## src/rtl/pic_cmd_regfile_if.sv

```systemverilog
// CPU-side bus of the 8259-style command register file: asynchronous
// active-low strobes, address bit and write data.
interface pic_cmd_regfile_if;
    logic       cs_n;
    logic       rd_n;
    logic       wr_n;
    logic       a0;
    logic [7:0] din;

    modport master (output cs_n, rd_n, wr_n, a0, din);
    modport slave  (input  cs_n, rd_n, wr_n, a0, din);
endinterface

```

## src/rtl/pic_cmd_regfile.sv

```systemverilog
// Clocked 8259 command logic: strobe synchronisers, ICW1-ICW4 init FSM,
// OCW1-OCW3 decode, read-select generation and one-cycle command pulses.
//
// Bus handshake: a write is a CPU strobe, not a valid/ready transfer. The
// strobe (cs_n & wr_n low) is synchronised; din/a0 are sampled every cycle
// it is seen active, and the write commits exactly once on its
// synchronised falling edge. Commits are reported by single-cycle pulses
// (wr_stb_o/wr_type_o, ocw2_stb_o, seq_err_o) with no back-pressure.
module pic_cmd_regfile #(
    parameter int         SYNC_STAGES = 2,
    parameter logic [7:0] IMR_RESET   = 8'h00
) (
    input  logic                clk_i,
    input  logic                rst_i,
    pic_cmd_regfile_if.slave    bus,
    output logic [7:0]          icw1_o,
    output logic [7:0]          icw2_o,
    output logic [7:0]          icw3_o,
    output logic [7:0]          icw4_o,
    output logic [7:0]          imr_o,
    output logic [7:0]          ocw2_o,
    output logic                ocw2_stb_o,
    output logic                smm_o,
    output logic                poll_pend_o,
    output logic [1:0]          rd_sel_o,
    output logic                rd_en_o,
    output logic                init_done_o,
    output logic [2:0]          wr_type_o,
    output logic                wr_stb_o,
    output logic                seq_err_o,
    output logic [2:0]          state_o
);

    typedef enum logic [2:0] {
        S_IDLE   = 3'd0,
        S_W_ICW2 = 3'd1,
        S_W_ICW3 = 3'd2,
        S_W_ICW4 = 3'd3,
        S_READY  = 3'd4
    } state_t;

    localparam int CW = $clog2(SYNC_STAGES + 1);

    state_t state_q, state_d;

    logic [SYNC_STAGES-1:0] wr_sync_q, rd_sync_q;
    logic                   wr_act, rd_act, wr_s, rd_s;
    logic                   wr_prev_q, rd_prev_q;
    logic                   wr_arm_q, rd_arm_q;
    logic [CW-1:0]          settle_q;
    logic                   settled;
    logic                   wr_fall, rd_fall, rd_rise;
    logic                   rd_first_q;
    logic                   hold_a0_q, rd_a0_q;
    logic [7:0]             hold_din_q;
    logic                   is_icw1;
    logic                   poll_set;

    logic [7:0] icw1_q, icw1_d, icw2_q, icw2_d, icw3_q, icw3_d, icw4_q, icw4_d;
    logic [7:0] imr_q, imr_d, ocw2_q, ocw2_d;
    logic       rmode_q, rmode_d;
    logic       smm_q, smm_d, poll_q, poll_d;
    logic       wr_stb_q, wr_stb_d, ocw2_stb_q, ocw2_stb_d, seq_err_q, seq_err_d;
    logic [2:0] wr_type_q, wr_type_d;

    assign wr_act  = ~bus.cs_n & ~bus.wr_n;
    assign rd_act  = ~bus.cs_n & ~bus.rd_n;
    assign wr_s    = wr_sync_q[SYNC_STAGES-1];
    assign rd_s    = rd_sync_q[SYNC_STAGES-1];
    assign settled = (settle_q == CW'(SYNC_STAGES));

    // Edges only count once a strobe has been seen inactive after the
    // synchronisers refilled post-reset, so a strobe held across reset is ignored.
    assign wr_fall = wr_arm_q & wr_prev_q & ~wr_s;
    assign rd_fall = rd_arm_q & rd_prev_q & ~rd_s;
    assign rd_rise = rd_arm_q & ~rd_prev_q & rd_s;
    assign is_icw1 = ~hold_a0_q & hold_din_q[4];

    always_ff @(posedge clk_i) begin
        if (rst_i) begin
            wr_sync_q  <= '0;
            rd_sync_q  <= '0;
            wr_prev_q  <= 1'b0;
            rd_prev_q  <= 1'b0;
            wr_arm_q   <= 1'b0;
            rd_arm_q   <= 1'b0;
            settle_q   <= '0;
            rd_first_q <= 1'b0;
            hold_a0_q  <= 1'b0;
            hold_din_q <= 8'h00;
            rd_a0_q    <= 1'b0;
        end else begin
            wr_sync_q <= {wr_sync_q[SYNC_STAGES-2:0], wr_act};
            rd_sync_q <= {rd_sync_q[SYNC_STAGES-2:0], rd_act};
            wr_prev_q <= wr_s;
            rd_prev_q <= rd_s;
            if (!settled) settle_q <= settle_q + CW'(1);
            if (settled && !wr_s) wr_arm_q <= 1'b1;
            if (settled && !rd_s) rd_arm_q <= 1'b1;
            if (rd_rise) rd_first_q <= ~wr_s;
            if (wr_s) begin
                hold_a0_q  <= bus.a0;
                hold_din_q <= bus.din;
            end
            if (rd_s) rd_a0_q <= bus.a0;
        end
    end

    always_ff @(posedge clk_i) begin
        if (rst_i) state_q <= S_IDLE;
        else       state_q <= state_d;
    end

    always_comb begin
        state_d    = state_q;
        icw1_d     = icw1_q;
        icw2_d     = icw2_q;
        icw3_d     = icw3_q;
        icw4_d     = icw4_q;
        imr_d      = imr_q;
        ocw2_d     = ocw2_q;
        rmode_d    = rmode_q;
        smm_d      = smm_q;
        poll_d     = poll_q;
        poll_set   = 1'b0;
        wr_stb_d   = 1'b0;
        wr_type_d  = wr_type_q;
        ocw2_stb_d = 1'b0;
        seq_err_d  = 1'b0;

        if (wr_fall) begin
            if (rd_s) begin
                seq_err_d = 1'b1;
            end else if (is_icw1) begin
                icw1_d    = hold_din_q;
                icw2_d    = 8'h00;
                icw3_d    = 8'h00;
                icw4_d    = 8'h00;
                imr_d     = IMR_RESET;
                smm_d     = 1'b0;
                poll_d    = 1'b0;
                rmode_d   = 1'b0;
                wr_stb_d  = 1'b1;
                wr_type_d = 3'd0;
                state_d   = S_W_ICW2;
            end else begin
                case (state_q)
                    S_W_ICW2: begin
                        if (hold_a0_q) begin
                            icw2_d    = hold_din_q;
                            wr_stb_d  = 1'b1;
                            wr_type_d = 3'd1;
                            if (!icw1_q[1])     state_d = S_W_ICW3;
                            else if (icw1_q[0]) state_d = S_W_ICW4;
                            else                state_d = S_READY;
                        end else begin
                            seq_err_d = 1'b1;
                        end
                    end
                    S_W_ICW3: begin
                        if (hold_a0_q) begin
                            icw3_d    = hold_din_q;
                            wr_stb_d  = 1'b1;
                            wr_type_d = 3'd2;
                            state_d   = icw1_q[0] ? S_W_ICW4 : S_READY;
                        end else begin
                            seq_err_d = 1'b1;
                        end
                    end
                    S_W_ICW4: begin
                        if (hold_a0_q) begin
                            icw4_d    = hold_din_q;
                            wr_stb_d  = 1'b1;
                            wr_type_d = 3'd3;
                            state_d   = S_READY;
                        end else begin
                            seq_err_d = 1'b1;
                        end
                    end
                    S_READY: begin
                        if (hold_a0_q) begin
                            imr_d     = hold_din_q;
                            wr_stb_d  = 1'b1;
                            wr_type_d = 3'd4;
                        end else begin
                            case (hold_din_q[4:3])
                                2'b00: begin
                                    ocw2_d     = hold_din_q;
                                    ocw2_stb_d = 1'b1;
                                    wr_stb_d   = 1'b1;
                                    wr_type_d  = 3'd5;
                                end
                                2'b01: begin
                                    if (hold_din_q[1]) rmode_d = hold_din_q[0];
                                    if (hold_din_q[2]) begin
                                        poll_d   = 1'b1;
                                        poll_set = 1'b1;
                                    end
                                    if (hold_din_q[6]) smm_d = hold_din_q[5];
                                    wr_stb_d  = 1'b1;
                                    wr_type_d = 3'd6;
                                end
                                default: seq_err_d = 1'b1;
                            endcase
                        end
                    end
                    default: seq_err_d = 1'b1;
                endcase
            end
        end

        // A read that began before the OCW3 write overrides that write's poll set.
        if (rd_fall && !rd_a0_q && (!poll_set || rd_first_q)) poll_d = 1'b0;
    end

    always_ff @(posedge clk_i) begin
        if (rst_i) begin
            icw1_q     <= 8'h00;
            icw2_q     <= 8'h00;
            icw3_q     <= 8'h00;
            icw4_q     <= 8'h00;
            imr_q      <= IMR_RESET;
            ocw2_q     <= 8'h00;
            rmode_q    <= 1'b0;
            smm_q      <= 1'b0;
            poll_q     <= 1'b0;
            wr_stb_q   <= 1'b0;
            wr_type_q  <= 3'd0;
            ocw2_stb_q <= 1'b0;
            seq_err_q  <= 1'b0;
        end else begin
            icw1_q     <= icw1_d;
            icw2_q     <= icw2_d;
            icw3_q     <= icw3_d;
            icw4_q     <= icw4_d;
            imr_q      <= imr_d;
            ocw2_q     <= ocw2_d;
            rmode_q    <= rmode_d;
            smm_q      <= smm_d;
            poll_q     <= poll_d;
            wr_stb_q   <= wr_stb_d;
            wr_type_q  <= wr_type_d;
            ocw2_stb_q <= ocw2_stb_d;
            seq_err_q  <= seq_err_d;
        end
    end

    assign icw1_o      = icw1_q;
    assign icw2_o      = icw2_q;
    assign icw3_o      = icw3_q;
    assign icw4_o      = icw4_q;
    assign imr_o       = imr_q;
    assign ocw2_o      = ocw2_q;
    assign ocw2_stb_o  = ocw2_stb_q;
    assign smm_o       = smm_q;
    assign poll_pend_o = poll_q;
    assign rd_en_o     = rd_s;
    assign init_done_o = (state_q == S_READY);
    assign wr_type_o   = wr_type_q;
    assign wr_stb_o    = wr_stb_q;
    assign seq_err_o   = seq_err_q;
    assign state_o     = state_q;

    always_comb begin
        if (bus.a0)      rd_sel_o = 2'b10;
        else if (poll_q) rd_sel_o = 2'b11;
        else             rd_sel_o = {1'b0, rmode_q};
    end

endmodule

```

## src/flat_wrapper.sv

```systemverilog
// flat-port wrapper written by rule: the top's interface ports become plain ports
module pic_cmd_regfile_flat 
#(
    parameter int         SYNC_STAGES = 2,
    parameter logic [7:0] IMR_RESET   = 8'h00
)
  (clk_i, rst_i, icw1_o, icw2_o, icw3_o, icw4_o, imr_o, ocw2_o, ocw2_stb_o, smm_o, poll_pend_o, rd_sel_o, rd_en_o, init_done_o, wr_type_o, wr_stb_o, seq_err_o, state_o, bus_cs_n, bus_rd_n, bus_wr_n, bus_a0, bus_din);
  pic_cmd_regfile_if bus_i ();
  input  logic clk_i;
  input  logic rst_i;
  output logic [7:0] icw1_o;
  output logic [7:0] icw2_o;
  output logic [7:0] icw3_o;
  output logic [7:0] icw4_o;
  output logic [7:0] imr_o;
  output logic [7:0] ocw2_o;
  output logic ocw2_stb_o;
  output logic smm_o;
  output logic poll_pend_o;
  output logic [1:0] rd_sel_o;
  output logic rd_en_o;
  output logic init_done_o;
  output logic [2:0] wr_type_o;
  output logic wr_stb_o;
  output logic seq_err_o;
  output logic [2:0] state_o;
  input wire logic [$bits(bus_i.cs_n)-1:0] bus_cs_n;
  input wire logic [$bits(bus_i.rd_n)-1:0] bus_rd_n;
  input wire logic [$bits(bus_i.wr_n)-1:0] bus_wr_n;
  input wire logic [$bits(bus_i.a0)-1:0] bus_a0;
  input wire logic [$bits(bus_i.din)-1:0] bus_din;
  assign bus_i.cs_n = bus_cs_n;
  assign bus_i.rd_n = bus_rd_n;
  assign bus_i.wr_n = bus_wr_n;
  assign bus_i.a0 = bus_a0;
  assign bus_i.din = bus_din;
  pic_cmd_regfile #(.SYNC_STAGES(SYNC_STAGES), .IMR_RESET(IMR_RESET)) u_core (.clk_i(clk_i), .rst_i(rst_i), .bus(bus_i), .icw1_o(icw1_o), .icw2_o(icw2_o), .icw3_o(icw3_o), .icw4_o(icw4_o), .imr_o(imr_o), .ocw2_o(ocw2_o), .ocw2_stb_o(ocw2_stb_o), .smm_o(smm_o), .poll_pend_o(poll_pend_o), .rd_sel_o(rd_sel_o), .rd_en_o(rd_en_o), .init_done_o(init_done_o), .wr_type_o(wr_type_o), .wr_stb_o(wr_stb_o), .seq_err_o(seq_err_o), .state_o(state_o));
endmodule
```

## config.mk

```make
export PLATFORM = sky130hd
export DESIGN_NAME = pic_cmd_regfile_flat
export DESIGN_NICKNAME = d
export VERILOG_FILES = /design/src/rtl/pic_cmd_regfile_if.sv /design/src/rtl/pic_cmd_regfile.sv /design/src/flat_wrapper.sv
export SDC_FILE = /design/constraint.sdc
export NUM_CORES = 1
export LEC_CHECK = 0
export CELL_PAD_IN_SITES_DETAIL_PLACEMENT = 1
export CELL_PAD_IN_SITES_GLOBAL_PLACEMENT = 1
export CORE_AREA = 3 3 100 102
export DETAILED_ROUTE_END_ITERATION = 12
export DIE_AREA = 0 0 103 105
export GPL_TIMING_DRIVEN = 0
export HOLD_SLACK_MARGIN = 0.06
export PLACE_DENSITY = 0.84
export SETUP_SLACK_MARGIN = 0.5
export SLEW_MARGIN = 20
export SYNTH_ARGS = -nofsm -noshare
export SYNTH_HDL_FRONTEND = slang
export SYNTH_SLANG_ARGS = --single-unit
```

## constraint.sdc

```tcl
create_clock -name clk_i -period 2.5 [get_ports clk_i]
set_input_delay 0.625 -clock clk_i [delete_from_list [all_inputs] [get_ports clk_i]]
set_output_delay 0.625 -clock clk_i [all_outputs]
set_load 0.005 [all_outputs]
```

==> summary.txt, run 1 <==
CP endpoint kind = flop
synthesized area per cell = 9.52 um2
Total Power = 2540 uW
die height = 105 um
top cells by area, synth = dfxtp_1 51%, mux2i_1 14%, nor2_1 7.3%
Die Width = 103 um
layout cells sized above 1 = 13.3%
antenna cells = 0
R2R Path End = u_core.poll_pend_o
register area share after synthesis = 50.5%
most common cell in the netlist = dfxtp_1
final hold vios = 0
Net count, final = 447
M1 wire length = 4330 um
Synth top area share = 50.5%
vias in the first global route = 3,060
Tightest Pin Transition = 807 ps
crit-path max cell delay = 550 ps
top post-synthesis cells by count = 81 x dfxtp_1, 62 x nor2_1, 46 x mux2i_1, 21 x nand2_1, 18 x a21oi_1
largest net degree at the start of global routing = 16
Max Slew Vio Count = 0
DPL Wire Length = 7150 um
area delta synth->final = 38.1%
CP max stage cell = or4bb_4
slew margin rel. = 46.2%
Worst-path clk slew = 90 ps
Min-Delay Path Class = reg -> reg
EDFF count, synth = 0
library cells used by synthesis = 45
yosys warns = 0
CTS Buf Count = 9
clk sinks = 81
worst vdd ir = 0.273 mV
crit path to = u_core.poll_pend_o
startpoint types = flop
Min Hold Slack = 440 ps
Top Layer Used = met4
row cnt = 35
Cells after Synth = 337
CP Max Fanout = 5
I/O pin count = 77
Internal Pwr Total = 1900 uW
Net Count, Synth = 352
DR WL met2 = 5120 um
FF-to-FF setup slack = 530 ps
reg2reg path depth = 5
WP data required = 2760 ps
sw frac = 25.4%
clock share of power = 40.1%
run status = finished, final reports clean
Synth Cell Area = 3210 um2
sw power = 647 uW
clock skew = 9.22 ps
routed len/inst = 18.3 um
total grt overflow = 0
PortBufs = 76
CTS tree = done
crit path DAT = 2230 ps
Final GP Congestion = 0.888
Peak Freq = 0.507 GHz
Synth area leader = dfxtp_1
worst skew pair latency = 350 ps
Tcrit/Tclk final = 78.9%
DRC = 0
first-pass GRT wire length = 16,200 um
worst setup path startpoint = u_core.state_o[0]
synthesized flop and latch total = 81
final WL = 10,000 um
CTS Buffer Depth = 2
post-route ant nets = 0
via count = 2,842
critical-path cell list = buf_4, or4bb_4, a211oi_4, a21oi_1, a2111oi_2
1st-iter DRT viols = 92
Flop pwr share = 53.1%
reported max-cap violation count = 0
Tmin final = 1970 ps
Async S/R FF share, synth = 0%
Primary FF master, synth = dfxtp_1
initial antenna violation count = 0
hold_buf cts = 0
Worst R2R Start = u_core.state_o[0]
starting density of the core = 34.9%
die area = 10,800 um2
CORE AREA = 9200 um2
unrepaired setup endpoints after global routing = true
root buf cell = clkbuf_8
Comb pwr share = 6.9%
Total GRT Usage = 19.1%
critical path type = reg -> reg
leakage power = 0.00171 uW
Met3 Wirelength = 461 um
H-tree depth = 3
setup violators final = 0
P per Cell Area = 574 nW/um2
TritonRoute pass-1 iters = 4
drt via density = 5.19
==> worst max-delay path, delay by kind of cell (launching register included) <==
family / cells / cell delay [ps]
AOI/OAI and AO/OA: 3 / 830
buffers and inverters: 1 / 140
DFF: 1 / 350
and+or+nand+nor: 1 / 550
==> through the flow <==
step | instances | setup TNS [ps] | utilization (%) | cell area, um2 | setup WS [ps]
after floorplan | 337 | 0 | - | 3210 | 766
after global placement | 524 | 0 | 44.7 | 4110 | 5.45
after detailed placement | 524 | -224 | 44.7 | 4110 | -51.5
after CTS | 546 | 0 | 47.7 | 4390 | 496
after global routing | 548 | 0 | 48.2 | 4430 | 451
final | 548 | 0 | 48.2 | 4430 | 528
==> worst min path at each step <==
stage | start | endpoint | slack [ps] | depth (start not counted)
5_1_grt | u_core.rd_sync_q[0] | u_core.rd_sync_q[1] | 470 | 1
4_1_cts | u_core.rd_sync_q[0] | u_core.rd_sync_q[1] | 450 | 1
3_5_place_dp | u_core.wr_sync_q[0] | u_core.wr_sync_q[1] | 430 | 1
3_3_place_gp | u_core.rd_sync_q[0] | u_core.rd_sync_q[1] | 420 | 1
2_1_floorplan | u_core.rd_sync_q[0] | u_core.rd_sync_q[1] | 410 | 1
6_report | u_core.rd_sync_q[0] | u_core.rd_sync_q[1] | 440 | 1
==> power by group through the flow <==
stage / Combinational [uW] / Sequential [uW] / Clock [uW]
3_5_place_dp: 171 / 1380 / 0
4_1_cts: 174 / 1350 / 1030
3_3_place_gp: 158 / 1380 / 0
6_report: 174 / 1350 / 1020
5_1_grt: 197 / 1350 / 1110
2_1_floorplan: 105 / 1370 / 0
==> final cells by class <==
class	instances	area [um2]
timing repair buffer	84	825
sequential	81	1640
fill	1063	4760
tap	111	139
inverter	9	33.8
clock buffer	10	138
multi-input combinational	230	1510
clock inverter	6	73.8
buffer	17	76.3
==> sequential cells by signal, summed over array words and instances, names as in the netlist, 2 cells and up <==
| signal | cells |
|---|---|
| u_core.settle_q | 2 |
| u_core.hold_din_q | 8 |
| u_core.rd_sync_q | 2 |
| u_core.icw4_o | 8 |
| u_core.icw1_o | 8 |
| u_core.imr_o | 8 |
| u_core.ocw2_o | 8 |
| u_core.wr_sync_q | 2 |
| u_core.wr_type_o | 3 |
| u_core.state_o | 3 |
| u_core.icw3_o | 8 |
| u_core.icw2_o | 8 |
==> metal layers <==
metal	vias to the layer above	GRT usage, %
li1	1353	-
met1	1409	24.3
met2	69	32.4
met3	11	4.94
met4	0	4.07
met5	-	0
==> cell usage in the layout, fill, tap and decap left out, types with 2 or more instances in the layout <==
cell,n
a211oi_1,2
a21o_1,3
a21oi_1,18
a31o_2,2
and2_1,8
and4bb_2,2
buf_2,5
buf_4,6
clkbuf_1,6
clkbuf_2,7
clkbuf_8,10
clkdlybuf4s50_1,72
clkinvlp_4,2
dfxtp_1,76
dfxtp_2,2
dfxtp_4,3
dlygate4sd2_1,2
inv_1,9
inv_6,2
mux2i_1,46
nand2_1,21
nand2b_1,5
nand3_1,3
nand4_1,2
nand4b_1,2
nor2_1,62
nor2b_1,4
nor3_1,8
nor3b_1,4
nor4bb_1,2
o21ai_0,10
o21ai_2,2
or2_2,2
==> repair_timing <==
item                                   4_1_cts  5_1_grt
endpoints found under the hold margin        0        0
buffers inserted                             6        2
gates resized for setup                     17       19
setup endpoints to repair                   65       40
pin swaps                                    2        2
==> kinds of logic after synthesis <==
| logic type | share of synthesized area (%) |
|---|---|
| AO/OA/AOI/OAI | 9.51 |
| XOR/XNOR | 0.546 |
| adder cells (fa/ha/maj) | 0.390 |
| buffers and inverters | 3.12 |
| flip-flops | 50.5 |
| multiplexers | 14.7 |
| AND/OR/NAND/NOR | 21.2 |
(Power assumes the default switching activity.)
==> run 2, diff against run 1 <==
- clock period: 2.5 -> 1.85 ns (I/O delays scaled with it)
==> run 2 against run 1 <==
  * Clock-buffer cell count unchanged
  * Core utilization up 11 points
  * First-iteration DRC count up 68%
  * Register-to-register slack worse by 570 ps
  * Power up 32%
  * Worst hold slack better by 27 ps
  * Combinational power up 66%
  * Sequential share of layout area down 5.2 points
  * Critical path depth unchanged
  * Cell count up 12%
  * The run now ends with negative setup slack left
==> summary.txt, run 2 (synthesized netlist as in run 1, its figures left out) <==
die height = 105 um (unchanged)
setup violators final = 3 (was 0)
row cnt = 35 (unchanged)
root buf cell = clkbuf_8 (unchanged)
initial antenna violation count = 0 (unchanged)
1st-iter DRT viols = 155 (was 92)
CTS Buffer Depth = 2 (unchanged)
layout cells sized above 1 = 61.4% (was 13.3%)
sw power = 949 uW (was 647 uW)
Internal Pwr Total = 2420 uW (was 1900 uW)
PortBufs = 76 (unchanged)
die area = 10,800 um2 (unchanged)
Net count, final = 512 (was 447)
DRC = 0 (unchanged)
area occupied by multi-input gates = 1930 um2 (was 1510 um2)
CP top delay family = compound AO/OA/AOI/OAI gates (unchanged)
P per Cell Area = 622 nW/um2 (was 574 nW/um2)
DPL Wire Length = 7070 um (was 7150 um)
routed len/inst = 23.1 um (was 18.3 um)
critical path type = reg -> reg (unchanged)
Comb pwr share = 8.6% (was 6.9%)
Worst-path clk slew = 90 ps (about the same)
final hold vios = 0 (unchanged)
post-route ant nets = 0 (unchanged)
violated checks = negative setup slack
CP Max Fanout = 5 (unchanged)
drt via density = 5.39 (was 5.19)
largest net degree at the start of global routing = 16 (unchanged)
worst setup margin = -42.9 ps (was 528 ps)
antenna cells = 0 (unchanged)
Max Slew Vio Count = 0 (unchanged)
via count = 3,305 (was 2,842)
critical-path cell list = buf_6, or4bb_4, a211oi_4, o21ai_1, a31o_2 (was buf_4, or4bb_4, a211oi_4, a21oi_1, a2111oi_2)
Tcrit/Tclk final = 102% (was 78.9%)
crit-path max cell delay = 570 ps (was 550 ps)
worst path bufs/invs = 1 (unchanged)
H-tree depth = 3 (unchanged)
CTS tree = done (unchanged)
Die Width = 103 um (unchanged)
crit path DAT = 2150 ps (was 2230 ps)
vias in the first global route = 3,616 (was 3,060)
total grt overflow = 0 (unchanged)
area delta synth->final = 68.6% (was 38.1%)
Total GRT Usage = 25.1% (was 19.1%)
final WL = 14,200 um (was 10,000 um)
slew margin rel. = 70.0% (was 46.2%)
Layout Utilization = 58.8% (was 48.2%)
first-pass GRT wire length = 20,400 um (was 16,200 um)
CP endpoint kind = flop (unchanged)
CP max stage cell = or4bb_4 (unchanged)
Flop pwr share = 54.5% (was 53.1%)
Worst path depth = 5 (unchanged)
fillers = 1,015 (was 1,063)
leakage power = 0.00236 uW (was 0.00171 uW)
Placement Setup Slack = -443 ps (was -51.5 ps)
Tmin final = 1890 ps (was 1970 ps)
placed cell count = 524 (unchanged)
unrepaired setup endpoints after global routing = true (unchanged)
clock skew = 14.3 ps (was 9.22 ps)
Cells on Worst Hold Path = 1 (unchanged)
clk sinks = 81 (unchanged)
WP data required = 2100 ps (was 2760 ps)
Min-Delay Path Class = reg -> reg (unchanged)
reg2reg path depth = 5 (unchanged)
Peak Freq = 0.528 GHz (was 0.507 GHz)
CTS Buf Count = 9 (unchanged)
Post-DP Area = 4220 um2 (was 4110 um2)
Final GP Congestion = 0.825 (was 0.888)
I/O pin count = 77 (unchanged)
worst skew pair latency = 370 ps (was 350 ps)
sw frac = 28.2% (was 25.4%)
TritonRoute pass-1 iters = 4 (unchanged)
worst vdd ir = 0.430 mV (was 0.273 mV)
final instance area = 5410 um2 (was 4430 um2)
Tightest Pin Transition = 448 ps (was 807 ps)
starting density of the core = 34.9% (unchanged)
reported max-cap violation count = 0 (unchanged)
run status = finished with violations (was finished, final reports clean)
most frequent cells in the layout = 57 x nor2_1, 57 x dfxtp_2, 54 x buf_2, 40 x mux2i_1, 39 x buf_4 (was 76 x dfxtp_1, 72 x clkdlybuf4s50_1, 62 x nor2_1, 46 x mux2i_1, 21 x nand2_1)
FF+latch area = 1720 um2 (was 1640 um2)
CORE AREA = 9200 um2 (unchanged)
clock share of power = 37.0% (was 40.1%)
startpoint types = flop (unchanged)
Finished Layout Cells = 613 (was 548)
run 2: cell types whose count changed in the layout (fill, tap and decap cells not counted), moves of 9 or more:
cell	previous run	this run
a21oi_1	18	6
a21oi_2	0	12
buf_2	5	54
buf_4	6	39
buf_6	1	35
clkdlybuf4s50_1	72	11
dfxtp_1	76	18
dfxtp_2	2	57
nand2_1	21	12
run 2: final cells by class:
cell class,count,share of cell area (%)
multi-input combinational,231,35.7
sequential,81,31.7
timing repair buffer,148,22.7
buffer,17,3.31
tap,111,2.57
clock buffer,10,2.36
clock inverter,6,0.971
inverter,9,0.717
run 2: worst reg2reg max path, cell delays in order (launching register included):
cell and delay (ps):
dfxtp_4 350, buf_6 110, or4bb_4 570, a211oi_4 370, o21ai_1 160, a31o_2 220
run 2: layer usage:
metal	vias up	share of wire, %	global-route usage (%)
met5	-	0	0
met4	0	3.8	10.4
met3	42	4.0	3.47
met2	109	53	44.8
met1	1673	40	29.3
li1	1481	-	-
run 2: timing repair:
item,in CTS,in global routing
endpoints found under the setup margin,142,72
gates cloned,3,0
pin swaps,37,41
setup buffers,54,16
hold buffers,0,0
resized for setup,402,71
run 2: path summary, 6_finish.rpt:
| path | from | to | slack, ps |
|---|---|---|---|
| worst min register to register | u_core.wr_sync_q[0] | u_core.wr_sync_q[1] | 470 |
| worst max register to register | u_core.state_o[0] | u_core.smm_o | -40 |
| worst max-delay path | u_core.state_o[0] | u_core.smm_o | -40 |
| worst min-delay path | u_core.wr_sync_q[0] | u_core.wr_sync_q[1] | 470 |
run 2: power by group through the flow:
stage	combinational [uW]	sequential, uW	clock (uW)
after floorplan	146	1860	0
after CTS	266	1820	1230
after global routing	323	1830	1340
after detailed placement	237	1870	0
final	289	1830	1240
after global placement	217	1870	0
run 2: per-stage QoR:
step / power, uW / hold WS [ps] / setup TNS (ps)
after detailed placement: 2110 / 437 / -22780
after global routing: 3500 / 479 / -318
after global placement: 2080 / 418 / -21960
after CTS: 3320 / 459 / -33.5
after floorplan: 2000 / 414 / 0
final: 3370 / 467 / -77.4
==> run 3, diff against run 2 <==
- CORE_AREA: 3 3 100 102 -> 2 2 99 101
- CTS_CLUSTER_DIAMETER: default -> 80
- DIE_AREA: 0 0 103 105 -> 0 0 101 103
==> run 3 against run 2 <==
  * The flow still finishes with violations (negative setup slack)
  * Sequential cell count unchanged
  * Sequential share of layout area increased by 0.68 points
  * Die area decreased by 3.8%
  * Global-route usage decreased by 0.87 points
  * First-iteration DRC count decreased by 5.8%
  * Cell count decreased by 2.4%
  * Worst setup slack got worse by 33 ps
  * Sequential power about the same
  * Clock-buffer cell count decreased by 1
  * Critical path type unchanged
  * Largest cell class unchanged
  * Highest routed layer unchanged
==> summary.txt, run 3 (synthesized netlist as in run 1, its figures left out) <==
met1 Usage GRT = 27.3% (was 29.3%)
global-route met2 utilization = 44.2% (was 44.8%)
sw power = 989 uW (was 949 uW)
antenna cells = 0 (unchanged)
FF-to-FF setup slack = -80 ps (was -40 ps)
placed cell count = 527 (was 524)
M3 GR Usage = 5.15% (was 3.47%)
critical path type = reg -> reg (unchanged)
worst setup path startpoint = u_core.state_o[1] (was u_core.state_o[0])
layout cells sized above 1 = 60.1% (was 61.4%)
Comb pwr share = 8.5% (was 8.6%)
most frequent cells in the layout = 57 x dfxtp_2, 56 x nor2_1, 55 x buf_2, 39 x mux2i_1, 29 x buf_6 (was 57 x nor2_1, 57 x dfxtp_2, 54 x buf_2, 40 x mux2i_1, 39 x buf_4)
R2R Path End = u_core.rmode_q (was u_core.smm_o)
die height = 103 um (was 105 um)
Internal Pwr Total = 2550 uW (was 2420 uW)
unrepaired setup endpoints after global routing = true (unchanged)
commonest non-fill, non-tap cell in the layout = dfxtp_2
P per Cell Area = 669 nW/um2 (was 622 nW/um2)
Tcrit/Tclk final = 104% (was 102%)
TritonRoute pass-1 iters = 4 (unchanged)
CP Max Fanout = 4 (was 5)
crit path to = u_core.rmode_q (was u_core.smm_o)
slew margin rel. = 64.8% (was 70.0%)
I/O pin count = 77 (unchanged)
Min-Delay Path Class = reg -> reg (unchanged)
Finished Layout Cells = 598 (was 613)
CTS Buffer Depth = 2 (unchanged)
violated checks = negative setup slack (unchanged)
starting density of the core = 33.9% (was 34.9%)
worst skew pair latency = 380 ps (was 370 ps)
Worst-path clk slew = 100 ps (was 90 ps)
run status = finished with violations (unchanged)
startpoint types = flop (unchanged)
Peak Freq = 0.519 GHz (was 0.528 GHz)
die area = 10,400 um2 (was 10,800 um2)
final hold vios = 0 (unchanged)
Min Hold Slack = 444 ps (was 467 ps)
via count = 3,221 (was 3,305)
CP endpoint kind = flop (unchanged)
sw frac = 28.0% (was 28.2%)
clk sinks = 81 (unchanged)
fillers = 1,062 (was 1,015)
1st-iter DRT viols = 146 (was 155)
global route hottest layer = met2 (unchanged)
Flop pwr share = 51.8% (was 54.5%)
Total GRT Usage = 24.2% (was 25.1%)
reported max-cap violation count = 0 (unchanged)
area delta synth->final = 64.7% (was 68.6%)
post-route ant nets = 0 (unchanged)
reg2reg path depth = 6 (was 5)
Layout Utilization = 55.9% (was 58.8%)
DRC = 0 (unchanged)
vias in the first global route = 3,359 (was 3,616)
drt via density = 5.39 (about the same)
clock skew = 14.5 ps (was 14.3 ps)
Total Power = 3530 uW (was 3370 uW)
initial antenna violation count = 0 (unchanged)
CORE AREA = 9460 um2 (was 9200 um2)
total grt overflow = 0 (unchanged)
CTS tree = done (unchanged)
worst setup margin = -76.3 ps (was -42.9 ps)
routed len/inst = 23.7 um (was 23.1 um)
Tightest Pin Transition = 525 ps (was 448 ps)
H-tree depth = 3 (unchanged)
Net count, final = 494 (was 512)
Final GP Congestion = 0.842 (was 0.825)
CTS Buf Count = 9 (unchanged)
PortBufs = 76 (unchanged)
Worst R2R Start = u_core.state_o[1] (was u_core.state_o[0])
final WL = 14,200 um (about the same)
worst vdd ir = 0.459 mV (was 0.430 mV)
clock share of power = 39.7% (was 37.0%)
largest net degree at the start of global routing = 16 (unchanged)
area occupied by multi-input gates = 1950 um2 (was 1930 um2)
FF+latch area = 1710 um2 (was 1720 um2)
first-pass GRT wire length = 18,800 um (was 20,400 um)
root buf cell = clkbuf_8 (unchanged)
Max Slew Vio Count = 0 (unchanged)
setup violators final = 4 (was 3)
Die Width = 101 um (was 103 um)
leakage power = 0.00221 uW (was 0.00236 uW)
row cnt = 36 (was 35)
WP data required = 2160 ps (was 2100 ps)
Tmin final = 1930 ps (was 1890 ps)
crit path DAT = 2240 ps (was 2150 ps)
DPL Wire Length = 6840 um (was 7070 um)
run 3: per-layer routing:
layer	wire, um	up-vias
li1	-	1445
met1	5410	1605
met2	7450	130
met3	767	41
met4	557	0
met5	0	-
run 3: area by class of cell:
| type | instances | area share, % |
|---|---|---|
| clock buffer | 9 | 2.34 |
| multi-input combinational | 232 | 36.9 |
| tap | 114 | 2.70 |
| sequential | 81 | 32.4 |
| inverter | 9 | 0.639 |
| clock inverter | 7 | 1.51 |
| buffer | 17 | 3.41 |
| timing repair buffer | 129 | 20.1 |
run 3: through the flow:
| step | setup TNS (ps) | setup slack [ps] | cell area, um2 |
|---|---|---|---|
| floorplan | 0 | 277 | 3320 |
| global placement | -22300 | -437 | 4230 |
| detailed placement | -27130 | -568 | 4230 |
| CTS | 0 | 14.7 | 4800 |
| global route | -293 | -78.8 | 5290 |
| finish | -170 | -76.3 | 5290 |
run 3: worst min-delay path by stage:
stage | from | to | slack, ps | cells past startpoint
2_1_floorplan | u_core.rd_sync_q[0] | u_core.rd_sync_q[1] | 410 | 1
3_3_place_gp | u_core.rd_sync_q[0] | u_core.rd_sync_q[1] | 420 | 1
3_5_place_dp | u_core.rd_sync_q[0] | u_core.rd_sync_q[1] | 430 | 1
4_1_cts | u_core.rd_sync_q[0] | u_core.rd_sync_q[1] | 450 | 1
5_1_grt | u_core.rd_sync_q[0] | u_core.rd_sync_q[1] | 460 | 1
6_report | u_core.rd_sync_q[0] | u_core.rd_sync_q[1] | 440 | 1
run 3: worst max-delay path, stage by stage (launching register included):
cell and delay, ps:
dfxtp_4 360, buf_6 110, or4bb_4 560, a211oi_4 270
buf_4 180, nor3b_2 220, a31o_2 150
run 3: power by group through the flow:
stage	combinational (uW)	clock, uW	sequential, uW
6_report	301	1400	1830
4_1_cts	254	1370	1820
5_1_grt	321	1480	1830
3_3_place_gp	218	0	1870
2_1_floorplan	146	0	1860
3_5_place_dp	228	0	1870
run 3: repair_timing:
item	in CTS	in global routing
gates resized for setup	368	102
gates cloned	3	0
pin swaps	20	55
setup buffers	38	14
endpoints found under the setup margin	144	77
hold buffers	0	0
